--- config.mk ---
export PLATFORM = sky130hd
export DESIGN_NAME = fb_pulse_arbiter
export DESIGN_NICKNAME = d
export VERILOG_FILES = /design/src/rtl/fb_pulse_arbiter.sv
export SDC_FILE = /design/constraint.sdc
export NUM_CORES = 1
export LEC_CHECK = 0
export BUFFER_PORTS_ARGS = -buffer_cell sky130_fd_sc_hd__buf_2
export CORE_UTILIZATION = 50
export DETAILED_ROUTE_END_ITERATION = 16
export GPL_ROUTABILITY_DRIVEN = 0
export PLACE_DENSITY_LB_ADDON = 0.1
export SLEW_MARGIN = 15
export SYNTH_ARGS = -nofsm -noshare
export SYNTH_HDL_FRONTEND = slang
export SYNTH_SLANG_ARGS = --single-unit
--- constraint.sdc ---
create_clock -name clk -period 1.9 [get_ports clk]
set_input_delay 0.19 -clock clk [delete_from_list [all_inputs] [get_ports clk]]
set_output_delay 0.19 -clock clk [all_outputs]
set_load 0.03 [all_outputs]
--- src/rtl/fb_pulse_arbiter.sv ---
// Round-robin arbiter for the shared cochlea feedback line: grants one channel,
// drives a programmable-width pulse on fb_out, then holds a programmable guard gap.
module fb_pulse_arbiter #(
    parameter int N_CH  = 4,
    parameter int CNT_W = 8
) (
    input  logic             clk,
    input  logic             rst_n,
    input  logic             en,
    input  logic [N_CH-1:0]  req,
    input  logic [CNT_W-1:0] pulse_width,
    input  logic [CNT_W-1:0] gap_width,
    output logic [N_CH-1:0]  grant,
    output logic             fb_out,
    output logic [N_CH-1:0]  ack,
    output logic             busy
);

    localparam int PTR_W = (N_CH > 1) ? $clog2(N_CH) : 1;

    typedef enum logic [1:0] {
        IDLE,
        PULSE,
        GAP
    } state_t;

    state_t             state;
    logic [N_CH-1:0]    pending;
    logic [PTR_W-1:0]   ptr;
    logic [PTR_W-1:0]   cur;
    logic [PTR_W-1:0]   win;
    logic               found;
    logic [CNT_W-1:0]   cnt;
    logic [N_CH-1:0]    served;
    logic [CNT_W-1:0]   pulse_load;
    logic [PTR_W-1:0]   ptr_next;

    function automatic logic [N_CH-1:0] onehot(input logic [PTR_W-1:0] idx);
        onehot      = '0;
        onehot[idx] = 1'b1;
    endfunction

    // First pass looks at channels at or above ptr; the second pass supplies the wrap-around.
    always_comb begin
        found = 1'b0;
        win   = '0;
        for (int unsigned i = 0; i < N_CH; i++) begin
            if (!found && pending[i] && (PTR_W'(i) >= ptr)) begin
                found = 1'b1;
                win   = PTR_W'(i);
            end
        end
        for (int unsigned i = 0; i < N_CH; i++) begin
            if (!found && pending[i]) begin
                found = 1'b1;
                win   = PTR_W'(i);
            end
        end
    end

    always_comb begin
        served     = (state == PULSE && cnt == '0) ? onehot(cur) : '0;
        pulse_load = (pulse_width == '0) ? '0 : pulse_width - CNT_W'(1);
        ptr_next   = (win == PTR_W'(N_CH - 1)) ? '0 : win + PTR_W'(1);
    end

    always_ff @(posedge clk or negedge rst_n) begin
        if (!rst_n) begin
            state   <= IDLE;
            pending <= '0;
            ptr     <= '0;
            cur     <= '0;
            cnt     <= '0;
            grant   <= '0;
            fb_out  <= 1'b0;
            ack     <= '0;
            busy    <= 1'b0;
        end else begin
            ack     <= '0;
            // A request arriving on the clearing edge re-arms the channel.
            pending <= (pending & ~served) | req;
            case (state)
                IDLE: begin
                    if (en && found) begin
                        state  <= PULSE;
                        grant  <= onehot(win);
                        fb_out <= 1'b1;
                        busy   <= 1'b1;
                        cnt    <= pulse_load;
                        ptr    <= ptr_next;
                        cur    <= win;
                    end
                end
                PULSE: begin
                    if (cnt != '0) begin
                        cnt <= cnt - CNT_W'(1);
                    end else begin
                        fb_out <= 1'b0;
                        grant  <= '0;
                        ack    <= onehot(cur);
                        if (gap_width != '0) begin
                            state <= GAP;
                            cnt   <= gap_width - CNT_W'(1);
                        end else begin
                            state <= IDLE;
                            busy  <= 1'b0;
                        end
                    end
                end
                GAP: begin
                    if (cnt != '0) begin
                        cnt <= cnt - CNT_W'(1);
                    end else begin
                        state <= IDLE;
                        busy  <= 1'b0;
                    end
                end
                default: state <= IDLE;
            endcase
        end
    end

endmodule

==> flow_results.org <==
** Status
- The flow ran to the end, and the final reports show no timing, DRC or antenna violations.

** Setup path
- For the worst setup path, the data arrival time is 2000 ps.
- Of all nets on the critical path, the largest fanout is 5.
- The critical path runs through a total of 6 cells.
- Endpoint of the worst setup timing path :: cnt[6]
- On the worst path, the slowest cell contributes a delay of about 390 ps.
- The cell family contributing the most delay on the critical path is compound AO/OA/AOI/OAI gates.
- Flop2flop setup slack :: 80 ps
- Critical path data required time :: 2080 ps
- Number of buffers and inverters on the critical path :: 1
- Crit path launch :: state[0]
- The critical path goes through inv_1, ha_4, a41o_1, a211oi_4, nor2b_1, a211o_1.
- Kind of critical path :: flip-flop to flip-flop
- Cell type of the slowest stage on the worst timing path :: sky130_fd_sc_hd__dfrtp_1
- Type of destination of the critical path :: flip-flop
- The worst register-to-register path begins at state[0].
- The worst setup path is launched from a flip-flop.
- Count of cells along the worst register-to-register path :: 6
- The endpoint identified for the worst register-to-register timing path is cnt[6].

** Yosys
- Count of flip-flops with a built-in enable after synthesis :: 0
- Most common cell in the synthesized netlist :: sky130_fd_sc_hd__dfrtp_1
- Top cells by area in the synthesized netlist :: sky130_fd_sc_hd__dfrtp_1, sky130_fd_sc_hd__ha_1, sky130_fd_sc_hd__a21oi_1, sky130_fd_sc_hd__xnor2_1, sky130_fd_sc_hd__inv_1
- Avg Synthesized Cell Area :: roughly 9.5 um2
- Summing the sequential cell areas from Yosys gives 37.1% of the chip area.
- In this run, distinct cell masters in the synthesized netlist total 51.
- Area fraction in and, or, nand and nor cells after synthesis :: 19.1%
- Ys Warns :: 0
- Synth cell count leaders :: sky130_fd_sc_hd__dfrtp_1, sky130_fd_sc_hd__inv_1, sky130_fd_sc_hd__a21oi_1
- Synthesis handed over a netlist of 198 instances.
- The synthesized netlist occupies a cell area of 1890 um2.
- Of all cell types, the one taking the most synthesized area is sky130_fd_sc_hd__dfrtp_1.
- The number of nets handed over by synthesis was 233.
- Xor/xnor cell area share of the yosys netlist :: between 6 and 7%
- Fraction of synthesis flops using an asynchronous set or reset pin :: between 90% and 100%
- Share of Yosys cell area claimed by the top area cell type :: 37.1%
- Seq cells post-synth :: 28
- Among all flip-flop cells after synthesis, the most frequent one is sky130_fd_sc_hd__dfrtp_1.
- Share of cell area taken by muxes after synthesis :: 2.25%
- Post-Synth Adder-Cell Area :: 7.96%
- Summing the areas of all compound-gate instances in the mapped netlist gives around 23% of the synthesized area.
- By area, the combinational part of the netlist is dominated by compound AO/OA/AOI/OAI gates.

** STA
- On the final layout, the worst clock skew is ~6.3 ps.
- Smallest setup slack after layout :: 80.5 ps
- On the final layout, the worst hold slack is between 100 and 150 ps.
- In the final timing run, aggregate negative setup slack is 0 ps.
- Total of endpoints with negative setup slack in the final report :: 0
- Slew Limit Fails :: 0
- Maximum achievable frequency :: 550 MHz
- In this run the tightest slew margin relative to its limit is 58.0%.
- Fin crit period :: 1820 ps
- The count of final hold-check violations is 0.
- After layout, the worst path uses 95.8% of the clock period.
- For the pin with the worst max-slew slack, the measured transition is 631 ps.

** Global routing
- The number of antenna violations at the first check in global routing came to 0.
- The first global-routing pass estimated between 7000 and 8000 um of wire.
- Number of global-route vias before repair :: 1660
- Overflow after GRT :: 0
- Largest net degree at the start of global routing :: 29
- For this run, the total global-route usage over all layers was measured as 25.1%.

** Die
- The initialized floorplan defines 21 standard-cell rows.
- Die height :: roughly 63 um
- The die covers 4020 um2.
- Horizontal die dimension :: 63.4 um
- Number of top-level pins :: 33
- The core region is 3470 um2.
- The initial utilization of the core area, before any placement, comes to a little over half.

** Routing
- Wire segments on met3 add up to 184 um in the final route.
- For this run, design rule violations remaining after detail routing come to 0.
- After detailed routing, the met2 layer carries approximately 2200 um of wire.
- M1 wire length :: a little over 2000 um
- Via density :: 5.75
- Topmost layer with routed signal wires :: met4
- In this run, the number of DRC markers left after iteration 0 of detailed routing was 104.
- Wire length reported by the detailed router :: 4480 um
- Total number of vias :: 1696
- Post-DRT Antenna Nets :: 0
- For this run, the detailed router's first-pass iteration total came to 4.
- After detailed routing, the average wire length per cell comes to between 15 and 20 um.

** Power
- Power spread over the standard cell area amounts to 1530 nW/um2.
- In this run the static leakage power is 1.13 nW.
- The completed layout was analyzed and its total power is 3.57 mW.
- VDD IR max :: 871 uV

** Clock network
- In this run the number of H-tree levels came out at 1.
- In this run, CTS created clock tree buffers numbering 3.
- In this run the deepest clock path goes through 2 buffers.
- After clock tree synthesis, the clock-pin slew on the worst setup and hold paths is roughly 100 ps.
- Root Driver :: sky130_fd_sc_hd__clkbuf_8
- Number of clock sinks seen by CTS :: 28
- TritonCTS built the clock tree.
- The later pin in the worst-skew pair is clocked with a latency of around 280 ps.

** Layout
- Share of the core filled with cells :: 67.1%
- Share of post-route cells with drive strength above 1 :: a little under 30%
- Area growth from synthesis to final layout :: 23.3%
- 0 antenna diodes ended up in the layout.
- For this run, the post-layout net count is ~290.

** Job
- Max capacitance violation total :: 0

** Worst hold path
- Worst min path class :: input pin to flip-flop

** Placed design
- Pre-CTS setup slack :: -6.99 ps
- Post-DP HPWL :: 3480 um
- Count of port buffers added during placement :: 32
-- power by group --
| part | internal [mW] | switching, mW |
|---|---|---|
| clock | 0.282 | 0.197 |
| combinational | 0.937 | 1.14 |
| sequential | 0.806 | 0.204 |
-- final cells by class --
cell class,count,area (um2)
clock buffers,3,41.3
clock inverters,1,30.0
fillers,309,1140
inverters,17,63.8
multi-input cells,149,1120
flip-flops and latches,28,701
well taps,46,57.6
repair buffers,51,309
-- kinds of logic after synthesis --
| kind of cell | count (synthesis) |
|---|---|
| buffers and inverters | 21 |
| xor gates and xnor gates | 13 |
| and+or+nand+nor | 61 |
| muxes | 4 |
| AOI/OAI and AO/OA | 59 |
| DFF | 28 |
| adders and majority gates | 12 |
-- stage by stage --
stage / area, um2 / instances
after floorplan: 1890 / 198
after global placement: 2190 / 287
after detailed placement: 2190 / 287
after CTS: 2280 / 292
after global routing: 2330 / 295
final: 2330 / 295
-- cell usage in the layout, fill, tap and decap left out, drive strengths merged, types with 7 or more instances in the layout --
cell	synthesis	final
nor2	13	13
a21oi	14	14
nor3	7	7
inv	17	17
buf	1	50
o21ai	7	7
dfrtp	28	28
ha	12	12
xnor2	8	8
nand2	13	13
-- state kept, by name (all words and copies together) (netlist names), 2 cells and up --
register  count
ack           4
cnt           8
cur           2
grant         4
pending       4
ptr           2
state         2
-- worst min-delay path by stage --
stage                     depth (start not counted)    from  slack, ps         end
after floorplan                                   0   rst_n       -110      ack[0]
after global placement                            1   rst_n        240    state[1]
after detailed placement                          1   rst_n        250    state[0]
after CTS                                         2  req[1]         90  pending[1]
after global routing                              2  req[1]         90  pending[1]
final                                             2  req[1]        100  pending[1]
-- routing by layer --
layer | up-vias | track usage (%)
met2 | 42 | 41.8
met5 | - | 0
met1 | 826 | 34.0
met3 | 7 | 3.08
met4 | 0 | 7.10
li1 | 821 | -
-- what timing repair did --
item,4_1_cts,5_1_grt
gates resized for setup,1,9
endpoints found under the hold margin,28,0
gates cloned,0,0
setup buffers,0,3
hold buffers,1,0
setup endpoints to repair,3,8
pin swaps,1,1
(Power assumes the default switching activity.)
